<file path="src/rtl/chess_clock_pkg.sv">
// Shared types and BCD time helpers for the chess clock timer.
package chess_clock_pkg;

  typedef enum logic [1:0] {
    StIdle    = 2'd0,
    StRun     = 2'd1,
    StExpired = 2'd2
  } state_t;

  typedef logic [3:0] digit_t;

  typedef struct packed {
    digit_t min_tens;
    digit_t min_ones;
    digit_t sec_tens;
    digit_t sec_ones;
  } time_t;

  localparam int unsigned MaxMin = 99;
  localparam int unsigned MaxSec = 59;

  // Build a BCD time from binary minutes (0..99) and seconds (0..59).
  function automatic time_t make_time(input int unsigned mins, input int unsigned secs);
    time_t t;
    t.min_tens = digit_t'(mins / 10);
    t.min_ones = digit_t'(mins % 10);
    t.sec_tens = digit_t'(secs / 10);
    t.sec_ones = digit_t'(secs % 10);
    return t;
  endfunction

  // One-second BCD decrement; caller guarantees t is not 00:00.
  function automatic time_t time_dec(input time_t t);
    time_t r;
    r = t;
    if (t.sec_ones != 4'd0) begin
      r.sec_ones = t.sec_ones - 4'd1;
    end else begin
      r.sec_ones = 4'd9;
      if (t.sec_tens != 4'd0) begin
        r.sec_tens = t.sec_tens - 4'd1;
      end else begin
        r.sec_tens = 4'd5;
        if (t.min_ones != 4'd0) begin
          r.min_ones = t.min_ones - 4'd1;
        end else begin
          r.min_ones = 4'd9;
          r.min_tens = t.min_tens - 4'd1;
        end
      end
    end
    return r;
  endfunction

  // Add inc (0..59) seconds with carry into minutes, saturating at 99:59.
  function automatic time_t time_add_sec(input time_t t, input int unsigned inc);
    int unsigned secs;
    int unsigned mins;
    secs = 10 * 32'(t.sec_tens) + 32'(t.sec_ones) + inc;
    mins = 10 * 32'(t.min_tens) + 32'(t.min_ones);
    if (secs > MaxSec) begin
      secs = secs - 60;
      mins = mins + 1;
    end
    if (mins > MaxMin) begin
      mins = MaxMin;
      secs = MaxSec;
    end
    return make_time(mins, secs);
  endfunction

endpackage

</file>
<file path="src/rtl/chess_clock_prescaler.sv">
// Down-counting prescaler: one tick per CLK_FREQ enabled cycles.
// The count is retained while disabled so a paused clock keeps its sub-second fraction.
module chess_clock_prescaler #(
  parameter int unsigned CLK_FREQ = 100_000_000
) (
  input  logic clk,
  input  logic rst_n,
  input  logic enable,
  input  logic reload,
  output logic tick
);

  localparam int unsigned CntW = $clog2(CLK_FREQ);
  localparam logic [CntW-1:0] ReloadVal = CntW'(CLK_FREQ - 1);

  logic [CntW-1:0] cnt_q;

  assign tick = enable && (cnt_q == '0);

  // Counter: reload has priority, otherwise count down while enabled and wrap on tick.
  always_ff @(posedge clk or negedge rst_n) begin
    if (!rst_n) begin
      cnt_q <= ReloadVal;
    end else if (reload) begin
      cnt_q <= ReloadVal;
    end else if (enable) begin
      cnt_q <= (cnt_q == '0) ? ReloadVal : cnt_q - 1'b1;
    end
  end

endmodule

</file>
<file path="src/rtl/chess_clock_timer.sv">
// One player's countdown clock: BCD mm:ss, per-move increment on stop, expiry flag.
module chess_clock_timer
  import chess_clock_pkg::*;
#(
  parameter int unsigned CLK_FREQ = 100_000_000,
  parameter int unsigned INIT_MIN = 5,
  parameter int unsigned INIT_SEC = 0,
  parameter int unsigned INC_SEC  = 0
) (
  input  logic       i_clk,
  input  logic       i_rst_n,
  input  logic       i_restart,
  input  logic       i_stop,
  output logic       o_zero,
  output logic [3:0] o_min_tens,
  output logic [3:0] o_min_ones,
  output logic [3:0] o_sec_tens,
  output logic [3:0] o_sec_ones
);

  localparam time_t InitTime = make_time(INIT_MIN, INIT_SEC);

  state_t state_q;
  time_t  time_q;
  logic   zero_q;
  logic   pre_enable;
  logic   tick;
  time_t  dec_time;

  // Prescaler only advances while actually running; stop and restart freeze/reload it.
  assign pre_enable = (state_q == StRun) && !i_stop && !i_restart;
  assign dec_time   = time_dec(time_q);

  chess_clock_prescaler #(
    .CLK_FREQ (CLK_FREQ)
  ) u_prescaler (
    .clk    (i_clk),
    .rst_n  (i_rst_n),
    .enable (pre_enable),
    .reload (i_restart),
    .tick   (tick)
  );

  // Control FSM with registered time digits and expiry flag.
  always_ff @(posedge i_clk or negedge i_rst_n) begin
    if (!i_rst_n) begin
      state_q <= StIdle;
      time_q  <= InitTime;
      zero_q  <= 1'b0;
    end else if (i_restart) begin
      state_q <= StIdle;
      time_q  <= InitTime;
      zero_q  <= 1'b0;
    end else begin
      unique case (state_q)
        StIdle: begin
          if (!i_stop) state_q <= StRun;
        end
        StRun: begin
          if (i_stop) begin
            // Stop beats a coinciding tick: credit the increment, skip the decrement.
            state_q <= StIdle;
            time_q  <= time_add_sec(time_q, INC_SEC);
          end else if (tick) begin
            time_q <= dec_time;
            if (dec_time == '0) begin
              state_q <= StExpired;
              zero_q  <= 1'b1;
            end
          end
        end
        StExpired: begin
          time_q <= '0;
          zero_q <= 1'b1;
        end
        default: begin
          state_q <= StIdle;
          time_q  <= InitTime;
          zero_q  <= 1'b0;
        end
      endcase
    end
  end

  assign o_zero     = zero_q;
  assign o_min_tens = time_q.min_tens;
  assign o_min_ones = time_q.min_ones;
  assign o_sec_tens = time_q.sec_tens;
  assign o_sec_ones = time_q.sec_ones;

endmodule

</file>
<file path="config.mk">
export PLATFORM = sky130hd
export DESIGN_NAME = chess_clock_timer
export DESIGN_NICKNAME = d
export VERILOG_FILES = /design/src/rtl/chess_clock_pkg.sv /design/src/rtl/chess_clock_prescaler.sv /design/src/rtl/chess_clock_timer.sv
export SDC_FILE = /design/constraint.sdc
export NUM_CORES = 1
export LEC_CHECK = 0
export BUFFER_PORTS_ARGS = -buffer_cell sky130_fd_sc_hd__buf_2
export CORE_MARGIN = 4
export CORE_UTILIZATION = 50
export DETAILED_ROUTE_END_ITERATION = 16
export PLACE_DENSITY = 0.78
export RECOVER_POWER = 25
export SLEW_MARGIN = 20
export SYNTH_ARGS = -nofsm -noshare
export SYNTH_HDL_FRONTEND = slang
export SYNTH_SLANG_ARGS = --single-unit
</file>
<file path="constraint.sdc">
create_clock -name i_clk -period 13.2 [get_ports i_clk]
set_input_delay 0.66 -clock i_clk [delete_from_list [all_inputs] [get_ports i_clk]]
set_output_delay 0.66 -clock i_clk [all_outputs]
set_load 0.1 [all_outputs]
</file>
==> results of run 1 <==
-- registers in the layout, indices dropped and copies added, names as in the netlist --
| signal | flops |
|---|---|
| o_min_ones | 4 |
| o_min_tens | 4 |
| o_sec_ones | 4 |
| o_sec_tens | 4 |
| o_zero | 1 |
| state_q | 2 |
| u_prescaler.cnt_q | 27 |
-- routing by layer --
layer,vias to the layer above,wire (microns)
li1,2672,-
met4,0,303
met1,2660,6520
met2,243,7210
met5,-,0
met3,28,900
-- area by class of cell --
| type | count | area, sq um | area share, % |
|---|---|---|---|
| Timing Repair Buffer | 21 | 106 | 1.92 |
| Tap cell | 136 | 170 | 3.07 |
| Sequential cell | 46 | 1180 | 21.2 |
| Clock buffer | 8 | 111 | 2.01 |
| Inverter | 26 | 97.6 | 1.76 |
| Multi-Input combinational cell | 603 | 3890 | 70.0 |
-- Yosys cell counts (all sizes together), types with 10 or more instances --
cell    count  area (sq um)
nor2       74           278
o21ai      74           370
nand2      63           236
a21oi      51           267
nor3       33           176
dfrtp      25           626
ha         25           313
inv        25          93.8
xnor2      25           226
nand3      22           110
clkbuf     21          78.8
dfstp      21           552
nor4       17           106
o31ai      14           105
a31oi      12          75.1
buf        11          72.6
xor2       11          96.3
a21o       10          75.1
-- through the flow --
stage | util, % | power (mW) | hold WS [ns] | instance area (sq um) | worst slack [ns]
after floorplan | - | 0.221 | 0.364 | 5300 | 6.06
after CTS | 53.8 | 0.345 | 0.475 | 5550 | 5.80
after global routing | 53.8 | 0.362 | 0.505 | 5550 | 5.14
after detailed placement | 52.7 | 0.242 | 0.463 | 5440 | 5.82
after global placement | 52.6 | 0.239 | 0.455 | 5440 | 6.20
final | 53.8 | 0.346 | 0.473 | 5550 | 5.74
-- worst reg2reg max path: cells and delay by family (launching register included) --
family	cells	cell delay (ns)
mux	1	0.12
compound gates	9	3.50
flops	1	0.52
buf+inv	2	0.17
simple gates	6	1.49
fa+ha+maj	4	1.30
xor+xnor	1	0.29
-- path summary, 6_finish.rpt --
| kind | from | endpoint | slack, ns | cells after the start |
|---|---|---|---|---|
| max in group asynchronous | i_rst_n | o_sec_ones[2]$_DFFE_PN0P_ | 10.68 | 1 |
| max | o_sec_tens[0]$_DFFE_PN0P_ | o_sec_ones[2]$_DFFE_PN0P_ | 5.74 | 23 |
| min in group asynchronous | i_rst_n | o_min_tens[2]$_DFFE_PN0P_ | 1.12 | 1 |
| max reg2reg | o_sec_tens[0]$_DFFE_PN0P_ | o_sec_ones[2]$_DFFE_PN0P_ | 5.74 | 23 |
| min | u_prescaler.cnt_q[15]$_DFFE_PN1P_ | u_prescaler.cnt_q[15]$_DFFE_PN1P_ | 0.47 | 2 |
| min reg2reg | u_prescaler.cnt_q[15]$_DFFE_PN1P_ | u_prescaler.cnt_q[15]$_DFFE_PN1P_ | 0.47 | 2 |
-- power by group --
| group | leakage (nW) | switching (mW) | internal (mW) |
|---|---|---|---|
| clock | 0.0566 | 0.0497 | 0.0542 |
| combinational | 1.63 | 0.0592 | 0.0240 |
| sequential | 0.569 | 0.00882 | 0.150 |
-- cell families after synthesis --
logic type / synth area share (%)
compound gates: 31.5
other cells: 0.0707
xor+xnor: 6.51
fa+ha+maj: 8.00
flops: 22.2
simple gates: 26.0
mux: 0.967
buf+inv: 4.69
==> summary.txt, run 1 <==
STA
  – FMAX: 0.134 GHz
  – Max-slew violations: 47
  – RSZ-0062 raised after global routing: false
  – Post-layout min period: around 7.5 ns
  – Worst Max-Slew Pin Slew: between 2 and 2.5 ns
  – Count of final hold-check violations: 0
  – Setup_tns: 0 ns
  – Clk_skew: 0.00993 ns
  – Worst slew margin: -66.0%
  – Fin crit share: 56.6%
  – Setup-failing EPs final: 0

Cells and area
  – Commonest non-fill, non-tap cell in the layout: nor2_1
  – Post-Layout Cell Count: 840
  – Layout Nets: 736
  – Filler cell count: 968
  – Area growth syn-to-layout: 4.67%
  – Share of cells above drive strength 1: 9.23%
  – Most frequent cells in the layout: nor2_1, o21ai_0, nand2_1
  – # diodes: 0

CTS
  – Post-CTS resize count: 0
  – Clk buf depth: 2
  – Root Buffer: clkbuf_8
  – Clk sink count: 46
  – Cts bufs inserted: 5
  – Cts hold-fix bufs: 0
  – Clock transition at path regs: about 0.09 ns
  – Htree depth: 2
  – CTS tree: built
  – Clk_lat worst skew: 0.31 ns
  – Setup Buffers After CTS: 0

Worst setup path
  – Crit Path Category: reg -> reg
  – Startpoint types: register
  – Crit Path Max Fanout: 18
  – CP bufs+invs: 2
  – Crit-path cells: ha_1 > inv_1 > fa_1 > xor2_1 > inv_2 > ha_1 > and3_1 > a2111oi_0 > o31a_1 > a21o_1 > and2_1 > o221ai_1 > o21a_1 > nand2_1 > ha_1 > nand2b_2 > a2111oi_0 > a31oi_1 > a21oi_4 > mux2i_1 > a211o_1 > or4_1 > nand3_1
  – CP max-delay cell: a2111oi_0
  – WP data arrival: 7.70 ns
  – CP top delay family: compound AO/OA/AOI/OAI gates
  – WP data required: 13.44 ns
  – Nature of the critical path endpoint: register
  – Crit-path max cell delay: 0.62 ns
  – Most frequent CP cell: ha_1

Routing
  – Vias per Instance: between 6 and 7
  – Detailed-route via count: 5603
  – Routed wire length: 14900 microns
  – WL per Instance: 17.8 microns
  – Initial DRC count: approximately 700
  – Antenna viol nets, final: 0
  – Residual DRC: 0
  – Initial DRT Pass Iterations: 5

Run status
  – Status: complete, but fails checks
  – Failing checks: capacitance limit, slew limit

GRT
  – Initial antenna violation count: 0
  – GR Overflow Total: 0
  – Largest net degree at the start of global routing: 47
  – First-pass GRT wire length: 24900 microns
  – Global route hottest layer: met2
  – Number of global-route vias before repair: slightly above 5000
  – Global Route met2 Usage: 38.8%
  – GRT Overall Usage: 23.4%
  – Met3 usage: 2.02%
  – Met1 GRT Util: 32.3%

Hold path
  – Hold Path Class: reg -> reg

Yosys
  – Average size of a mapped cell: 7.50 sq um
  – Async S/R FF share, synth: 100%
  – Synthesized flop and latch total: 46
  – Post-synth net total: 740
  – Number of distinct library cells after synthesis: 83
  – Sequential fraction of the synthesis area: ~22%
  – EDFF count, synth: 0
  – Synth Flop Type: dfrtp_1
  – Post-Syn Area: 5300 sq um
  – Mapped Cells: 707
  – Synth Warn #: 0

Floorplan
  – CORE AREA: 10300 sq um
  – Die Y: 111 microns
  – Cell row count: 37
  – Die footprint: 12300 sq um
  – Chip width: around 110 microns
  – Ports: 21
  – Initial core utilization: between 50% and 60%

Placed design
  – Post-detail-place hpwl: approximately 11000 microns
  – Port Buffers: 20
  – Placed cell count: 832
  – Routability congestion estimate: 0.928

Run
  – Maximum Capacitance Violations: 1

Pwr
  – Pleak: 2.25 nW
  – Pwr per Cell Area: 62.2 nW/um^2
  – Maximum vdd drop: between 0.00005 and 0.00006 V
Note: power is estimated with default switching activity, not from simulation.
==> inputs of run 2 (changes only) <==
PLACE_DENSITY = 0.8   (was 0.78)
clock period = 6.8 ns   (was 13.2 ns; I/O delays follow)
==> run 2 against run 1 <==
Compared with the run above: largest cell class unchanged; count of clock-buffer cells in the layout did not move; highest routed layer unchanged; maximum frequency up 18%; utilization increased by 0.85 points; first-iteration DRC count fell by 10%; critical endpoint is now o_sec_ones[3]$_DFFE_PN0P_; global-route usage down 0.22 points; non-clock buffer count increased by 12; clock power increased by 58%; the flow still finishes with violations (capacitance limit, slew limit).
==> summary.txt, run 2 (synthesis results as in run 1) <==
Pwr
  – Tot Pwr: 0.633 mW (was 0.346 mW)
  – Pwr per Cell Area: 112 nW/um^2 (was 62.2 nW/um^2)
  – Maximum vdd drop: 0.000172 V (was 0.0000510 V)
  – Pleak: 2.29 nW (was 2.25 nW)

Routing
  – WL per Instance: 17.3 microns (was 17.8 microns)
  – Vias per Instance: 6.62 (was 6.67)
  – Antenna viol nets, final: 0 (unchanged)
  – Detailed-route via count: 5641 (was 5603)
  – Residual DRC: 0 (unchanged)
  – Initial DRT Pass Iterations: 5 (unchanged)
  – Routed wire length: 14700 microns (was 14900 microns)
  – Initial DRC count: 626 (was 699)

CTS
  – Cts bufs inserted: 5 (unchanged)
  – Clk_lat worst skew: 0.30 ns (was 0.31 ns)
  – Root Buffer: clkbuf_8 (unchanged)
  – Cts hold-fix bufs: 0 (unchanged)
  – Htree depth: 2 (unchanged)
  – Clk buf depth: 2 (unchanged)
  – Clk sink count: 46 (unchanged)
  – Clock transition at path regs: 0.09 ns (about the same)
  – CTS tree: built (unchanged)

GRT
  – Number of global-route vias before repair: 5298 (was 5163)
  – GR Overflow Total: 0 (unchanged)
  – First-pass GRT wire length: 24900 microns (about the same)
  – Initial antenna violation count: 0 (unchanged)
  – GRT Overall Usage: 23.2% (was 23.4%)
  – Largest net degree at the start of global routing: 47 (unchanged)

Floorplan
  – Die footprint: 12300 sq um (unchanged)
  – Cell row count: 37 (unchanged)
  – Initial core utilization: 51.4% (unchanged)
  – Die Y: 111 microns (unchanged)
  – Ports: 21 (unchanged)
  – Chip width: 111 microns (unchanged)
  – CORE AREA: 10300 sq um (unchanged)

STA
  – Worst Max-Slew Pin Slew: 2.41 ns (was 2.49 ns)
  – FMAX: 0.158 GHz (was 0.134 GHz)
  – Count of final hold-check violations: 0 (unchanged)
  – Fin crit share: 93.1% (was 56.6%)
  – Post-layout min period: 6.33 ns (was 7.46 ns)
  – Worst slew margin: -60.9% (was -66.0%)
  – Setup_tns: 0 ns (unchanged)
  – Setup-failing EPs final: 0 (unchanged)
  – Max-slew violations: 47 (unchanged)
  – Clk_skew: 0.0158 ns (was 0.00993 ns)
  – Setup WS post-layout: 0.466 ns (was 5.74 ns)

Cells and area
  – # diodes: 0 (unchanged)
  – Share of cells above drive strength 1: 12.2% (was 9.23%)
  – Utilization after layout: 54.6% (was 53.8%)
  – Layout Nets: 748 (was 736)
  – Area of the multi-input gates: 3910 sq um (was 3890 sq um)
  – Most frequent cells in the layout: nor2_1, o21ai_0, nand2_1 (unchanged)
  – Reg area: 1180 sq um (about the same)
  – Area growth syn-to-layout: 6.32% (was 4.67%)
  – Most flops, register: u_prescaler.cnt_q (unchanged)
  – Flip-flop count of the largest register after layout: 27 (unchanged)
  – Filler cell count: 950 (was 968)
  – Commonest non-fill, non-tap cell in the layout: nor2_1 (unchanged)

Worst setup path
  – WP data arrival: 6.52 ns (was 7.70 ns)
  – CP bufs+invs: 1 (was 2)
  – Crit Path Category: reg -> reg (unchanged)
  – Crit-path cells: ha_1 > ha_1 > inv_1 > fa_1 > nand2b_4 > nor3_4 > o211ai_1 > a21o_2 > and2_1 > o221ai_1 > o21a_1 > nand2_1 > ha_1 > a21oi_1 > o21ai_1 > o221ai_1 > a221o_2 > a211o_1 > a211oi_1 > a211o_1 > o21bai_1 > xor2_1 > o21ai_1 (was ha_1 > inv_1 > fa_1 > xor2_1 > inv_2 > ha_1 > and3_1 > a2111oi_0 > o31a_1 > a21o_1 > and2_1 > o221ai_1 > o21a_1 > nand2_1 > ha_1 > nand2b_2 > a2111oi_0 > a31oi_1 > a21oi_4 > mux2i_1 > a211o_1 > or4_1 > nand3_1)
  – Most frequent CP cell: ha_1 (unchanged)
  – CP max-delay cell: fa_1 (was a2111oi_0)
  – Nature of the critical path endpoint: register (unchanged)
  – WP data required: 6.98 ns (was 13.44 ns)
  – CP top delay family: compound AO/OA/AOI/OAI gates (unchanged)
  – Startpoint types: register (unchanged)
  – Crit-path max cell delay: 0.54 ns (was 0.62 ns)
  – Crit Path Max Fanout: 9 (was 18)

Placed design
  – Routability congestion estimate: 0.960 (was 0.928)
  – Pre-CTS WS: -0.0304 ns (was 5.82 ns)
  – Port Buffers: 20 (unchanged)
  – Post-detail-place hpwl: 11000 microns (about the same)

Hold path
  – Hold Path Class: in -> reg (was reg -> reg)

Run status
  – Failing checks: capacitance limit, slew limit (unchanged)
  – Status: complete, but fails checks (unchanged)

Run
  – Maximum Capacitance Violations: 1 (unchanged)
## run 2: cell count changes in the layout (fill, tap and decap cells not counted), moves of 2 or more
cell	delta
a2111oi_0	-2
buf_4	+11
clkbuf_1	+2
a2111oi_2	+2
dfrtp_2	+5
dfrtp_1	-5
## run 2: layout make-up
cell class | instances | share of cell area (%)
sequential | 46 | 21.0
multi-input combinational | 603 | 69.4
clock buffer | 8 | 1.42
inverter | 26 | 1.73
tap | 136 | 3.02
timing repair buffer | 33 | 3.44
## run 2: power breakdown
| group | internal (mW) | switching, mW | total (mW) | leakage, nW |
|---|---|---|---|---|
| Clock | 0.0732 | 0.0903 | 0.164 | 0.0395 |
| Sequential | 0.290 | 0.0164 | 0.307 | 0.561 |
| Combinational | 0.0482 | 0.114 | 0.163 | 1.69 |
| Total | 0.412 | 0.221 | 0.633 | 2.29 |
## run 2: metal layers
metal	wire [microns]	global-route usage, %
met3	994	2.57
met4	427	7.88
met1	6180	30.6
met2	7140	39.4
met5	0	0
## run 2: through the flow
stage	area, sq um	hold slack [ns]	std cells
2_1_floorplan	5310	0.0444	707
3_3_place_gp	5510	0.450	841
3_5_place_dp	5510	0.456	841
4_1_cts	5590	0.123	849
5_1_grt	5640	0.328	852
6_report	5640	0.297	852
## run 2: what timing repair did
action                     CTS  global route
setup buffers                0             3
gates cloned                 0             0
gates resized for setup      1             8
pin swaps                    0             1
setup endpoints to repair    1             7
## run 2: path summary, 6_finish.rpt
| check | depth (start not counted) | endpoint | startpoint | slack (ns) |
|---|---|---|---|---|
| worst min register to register | 2 | u_prescaler.cnt_q[15]$_DFFE_PN1P_ | u_prescaler.cnt_q[15]$_DFFE_PN1P_ | 0.46 |
| min in group asynchronous | 2 | state_q[1]$_DFFE_PN0P_ | i_rst_n | 0.87 |
| worst min-delay path | 2 | o_zero$_DFFE_PN0P_ | i_restart | 0.30 |
| worst max-delay path | 23 | o_sec_ones[3]$_DFFE_PN0P_ | o_sec_tens[1]$_DFFE_PN0P_ | 0.47 |
| max in group asynchronous | 2 | o_sec_tens[0]$_DFFE_PN0P_ | i_rst_n | 4.39 |
| worst max register to register | 23 | o_sec_ones[3]$_DFFE_PN0P_ | o_sec_tens[1]$_DFFE_PN0P_ | 0.47 |
==> inputs of run 3 (changes only) <==
CORE_UTILIZATION = 38   (was 50)
PLACE_DENSITY = 0.66   (was 0.8)
REMOVE_ABC_BUFFERS = 1   (was unset)
==> run 3 against run 2 <==
Compared with the run above: the run still ends with capacitance limit, slew limit left; design area is 2.5% higher; global-route usage is 5.6 points lower; routed wire length is 1.2% lower; critical path depth stayed put; worst hold slack better by 0.014 ns; maximum frequency is 1.7% lower; total power is 12% higher; die area is 29% higher; count of clock-buffer cells in the layout is 3 lower; combinational power hardly changed; sequential share of layout area is 0.62 points lower; sequential power hardly changed; critical path type unchanged; largest cell class unchanged; largest power group unchanged.
==> summary.txt, run 3 (synthesis results as in run 1) <==
Run status
  – Status: complete, but fails checks (unchanged)
  – Failing checks: capacitance limit, slew limit (unchanged)

Routing
  – Antenna viol nets, final: 0 (unchanged)
  – Initial DRC count: 555 (was 626)
  – Routed wire length: 14600 microns (was 14700 microns)
  – Residual DRC: 0 (unchanged)
  – Detailed-route via count: 5525 (was 5641)
  – Initial DRT Pass Iterations: 5 (unchanged)
  – Vias per Instance: 6.16 (was 6.62)
  – WL per Instance: 16.2 microns (was 17.3 microns)

STA
  – Setup_tns: 0 ns (unchanged)
  – Clk_skew: 0.0105 ns (was 0.0158 ns)
  – Worst Max-Slew Pin Slew: 2.57 ns (was 2.41 ns)
  – FMAX: 0.155 GHz (was 0.158 GHz)
  – Worst slew margin: -71.2% (was -60.9%)
  – Setup-failing EPs final: 0 (unchanged)
  – Count of final hold-check violations: 0 (unchanged)
  – Hold slack: 0.312 ns (was 0.297 ns)
  – Max-slew violations: 47 (unchanged)
  – Fin crit share: 94.7% (was 93.1%)
  – Post-layout min period: 6.44 ns (was 6.33 ns)

CTS
  – Cts bufs inserted: 5 (unchanged)
  – Clk_lat worst skew: 0.29 ns (was 0.30 ns)
  – Root Buffer: clkbuf_16 (was clkbuf_8)
  – Clk buf depth: 2 (unchanged)
  – Cts hold-fix bufs: 0 (unchanged)
  – CTS tree: built (unchanged)
  – Clk sink count: 46 (unchanged)
  – Htree depth: 2 (unchanged)
  – Clock transition at path regs: 0.07 ns (was 0.09 ns)

GRT
  – Met3 usage: 2.12% (was 2.57%)
  – Global Route met2 Usage: 26.6% (was 39.4%)
  – First-pass GRT wire length: 24200 microns (was 24900 microns)
  – Number of global-route vias before repair: 4740 (was 5298)
  – Initial antenna violation count: 0 (unchanged)
  – Global route hottest layer: met1 (was met2)
  – Largest net degree at the start of global routing: 47 (unchanged)
  – GRT Overall Usage: 17.5% (was 23.2%)
  – Met1 GRT Util: 27.1% (was 30.6%)
  – GR Overflow Total: 0 (unchanged)

Pwr
  – Pleak: 2.35 nW (was 2.29 nW)
  – Maximum vdd drop: 0.0000798 V (was 0.000172 V)
  – Pwr per Cell Area: 123 nW/um^2 (was 112 nW/um^2)

Cells and area
  – Design area: 5780 sq um (was 5640 sq um)
  – Most flops, register: u_prescaler.cnt_q (unchanged)
  – Share of cells above drive strength 1: 12.2% (about the same)
  – Flip-flop count of the largest register after layout: 27 (unchanged)
  – Layout Nets: 753 (was 748)
  – Area growth syn-to-layout: 8.96% (was 6.32%)
  – Commonest non-fill, non-tap cell in the layout: nor2_1 (unchanged)
  – # diodes: 0 (unchanged)
  – Most frequent cells in the layout: nor2_1, o21ai_0, nand2_1 (unchanged)

Floorplan
  – Die footprint: 15900 sq um (was 12300 sq um)
  – CORE AREA: 13500 sq um (was 10300 sq um)
  – Initial core utilization: 39.4% (was 51.4%)
  – Ports: 21 (unchanged)
  – Chip width: 126 microns (was 111 microns)
  – Die Y: 126 microns (was 111 microns)
  – Cell row count: 42 (was 37)

Worst setup path
  – Nature of the critical path endpoint: register (unchanged)
  – WP data arrival: 6.67 ns (was 6.52 ns)
  – Crit Path Max Fanout: 14 (was 9)
  – Reg2reg end: o_sec_ones[2]$_DFFE_PN0P_ (was o_sec_ones[3]$_DFFE_PN0P_)
  – Crit Path Category: reg -> reg (unchanged)
  – WP data required: 7.03 ns (was 6.98 ns)
  – Worst r2r src: o_sec_tens[0]$_DFFE_PN0P_ (was o_sec_tens[1]$_DFFE_PN0P_)
  – R2R cell count: 23 (unchanged)
  – Reg2reg setup slack: 0.36 ns (was 0.47 ns)
  – Startpoint types: register (unchanged)

Run
  – Maximum Capacitance Violations: 1 (unchanged)

Placed design
  – Placed Area: 5610 sq um (was 5510 sq um)
  – Port Buffers: 20 (unchanged)
  – Routability congestion estimate: 0.901 (was 0.960)
  – Post-detail-place hpwl: 10600 microns (was 11000 microns)

Hold path
  – Hold Path End: o_zero$_DFFE_PN0P_ (unchanged)
  – Worst hold start: i_restart (unchanged)
  – Hold Path Class: in -> reg (unchanged)
  – Hold depth: 2 (unchanged)
-- run 3: worst max path at each step --
stage | from | depth (start not counted) | end
finish | o_sec_tens[0]$_DFFE_PN0P_ | 23 | o_sec_ones[2]$_DFFE_PN0P_
global route | o_sec_tens[0]$_DFFE_PN0P_ | 23 | o_sec_ones[2]$_DFFE_PN0P_
CTS | o_sec_tens[0]$_DFFE_PN0P_ | 23 | o_sec_ones[2]$_DFFE_PN0P_
detailed placement | o_sec_tens[0]$_DFFE_PN0P_ | 23 | o_sec_ones[2]$_DFFE_PN0P_
global placement | o_sec_tens[0]$_DFFE_PN0P_ | 23 | o_sec_ones[2]$_DFFE_PN0P_
floorplan | o_sec_tens[0]$_DFFE_PN0P_ | 23 | o_sec_ones[2]$_DFFE_PN0P_
-- run 3: critical path, stage by stage, from the launching register on --
cell and delay, ns:
dfrtp_1 0.38, buf_4 0.17, ha_1 0.30, ha_1 0.40, xor2_1 0.27, inv_2 0.10, ha_1 0.22, and3_1 0.17
a2111oi_0 0.37, o31a_1 0.26, a21o_2 0.28, and2_1 0.25, o221ai_1 0.21, o21a_1 0.23, nand2_1 0.06, ha_1 0.33
nand2b_2 0.28, a2111oi_2 0.49, a31oi_1 0.23, a21oi_4 0.31, mux2i_1 0.12, a211o_1 0.36, or4_1 0.51, nand3_1 0.09
-- run 3: area by class of cell --
cell class              instances  area [sq um]
fillers                      1405          7670
repair buffers                 38           231
flip-flops and latches         46          1180
inverters                      26          97.6
clock inverters                 3          21.3
clock buffers                   5           125
multi-input cells             603          3910
well taps                     176           220
-- run 3: layer usage --
layer | wire [microns] | share of wire [%] | up-vias
met5 | 0 | 0 | -
met4 | 129 | 0.89 | 0
met3 | 911 | 6.3 | 14
met2 | 6340 | 44 | 209
met1 | 7180 | 49 | 2598
li1 | - | - | 2704
-- run 3: power by group --
| part | leakage, nW | internal, mW | switching [mW] |
|---|---|---|---|
| sequential | 0.569 | 0.290 | 0.0151 |
| clock | 0.0698 | 0.136 | 0.109 |
| combinational | 1.71 | 0.0484 | 0.112 |
| total | 2.35 | 0.475 | 0.236 |
-- run 3: repair_timing --
item                                   CTS  global route
setup buffers                            0             0
resized for setup                        0             6
setup endpoints to repair                0             4
endpoints found under the hold margin    0             0
-- run 3: per-stage QoR --
step	worst slack (ns)	power, mW	util, %	cells
after floorplan	-0.259	0.426	-	675
after global placement	0.319	0.469	41.7	889
after detailed placement	0.163	0.469	41.7	889
after CTS	0.140	0.718	42.8	897
after global routing	-0.0343	0.749	43.0	897
final	0.358	0.711	43.0	897
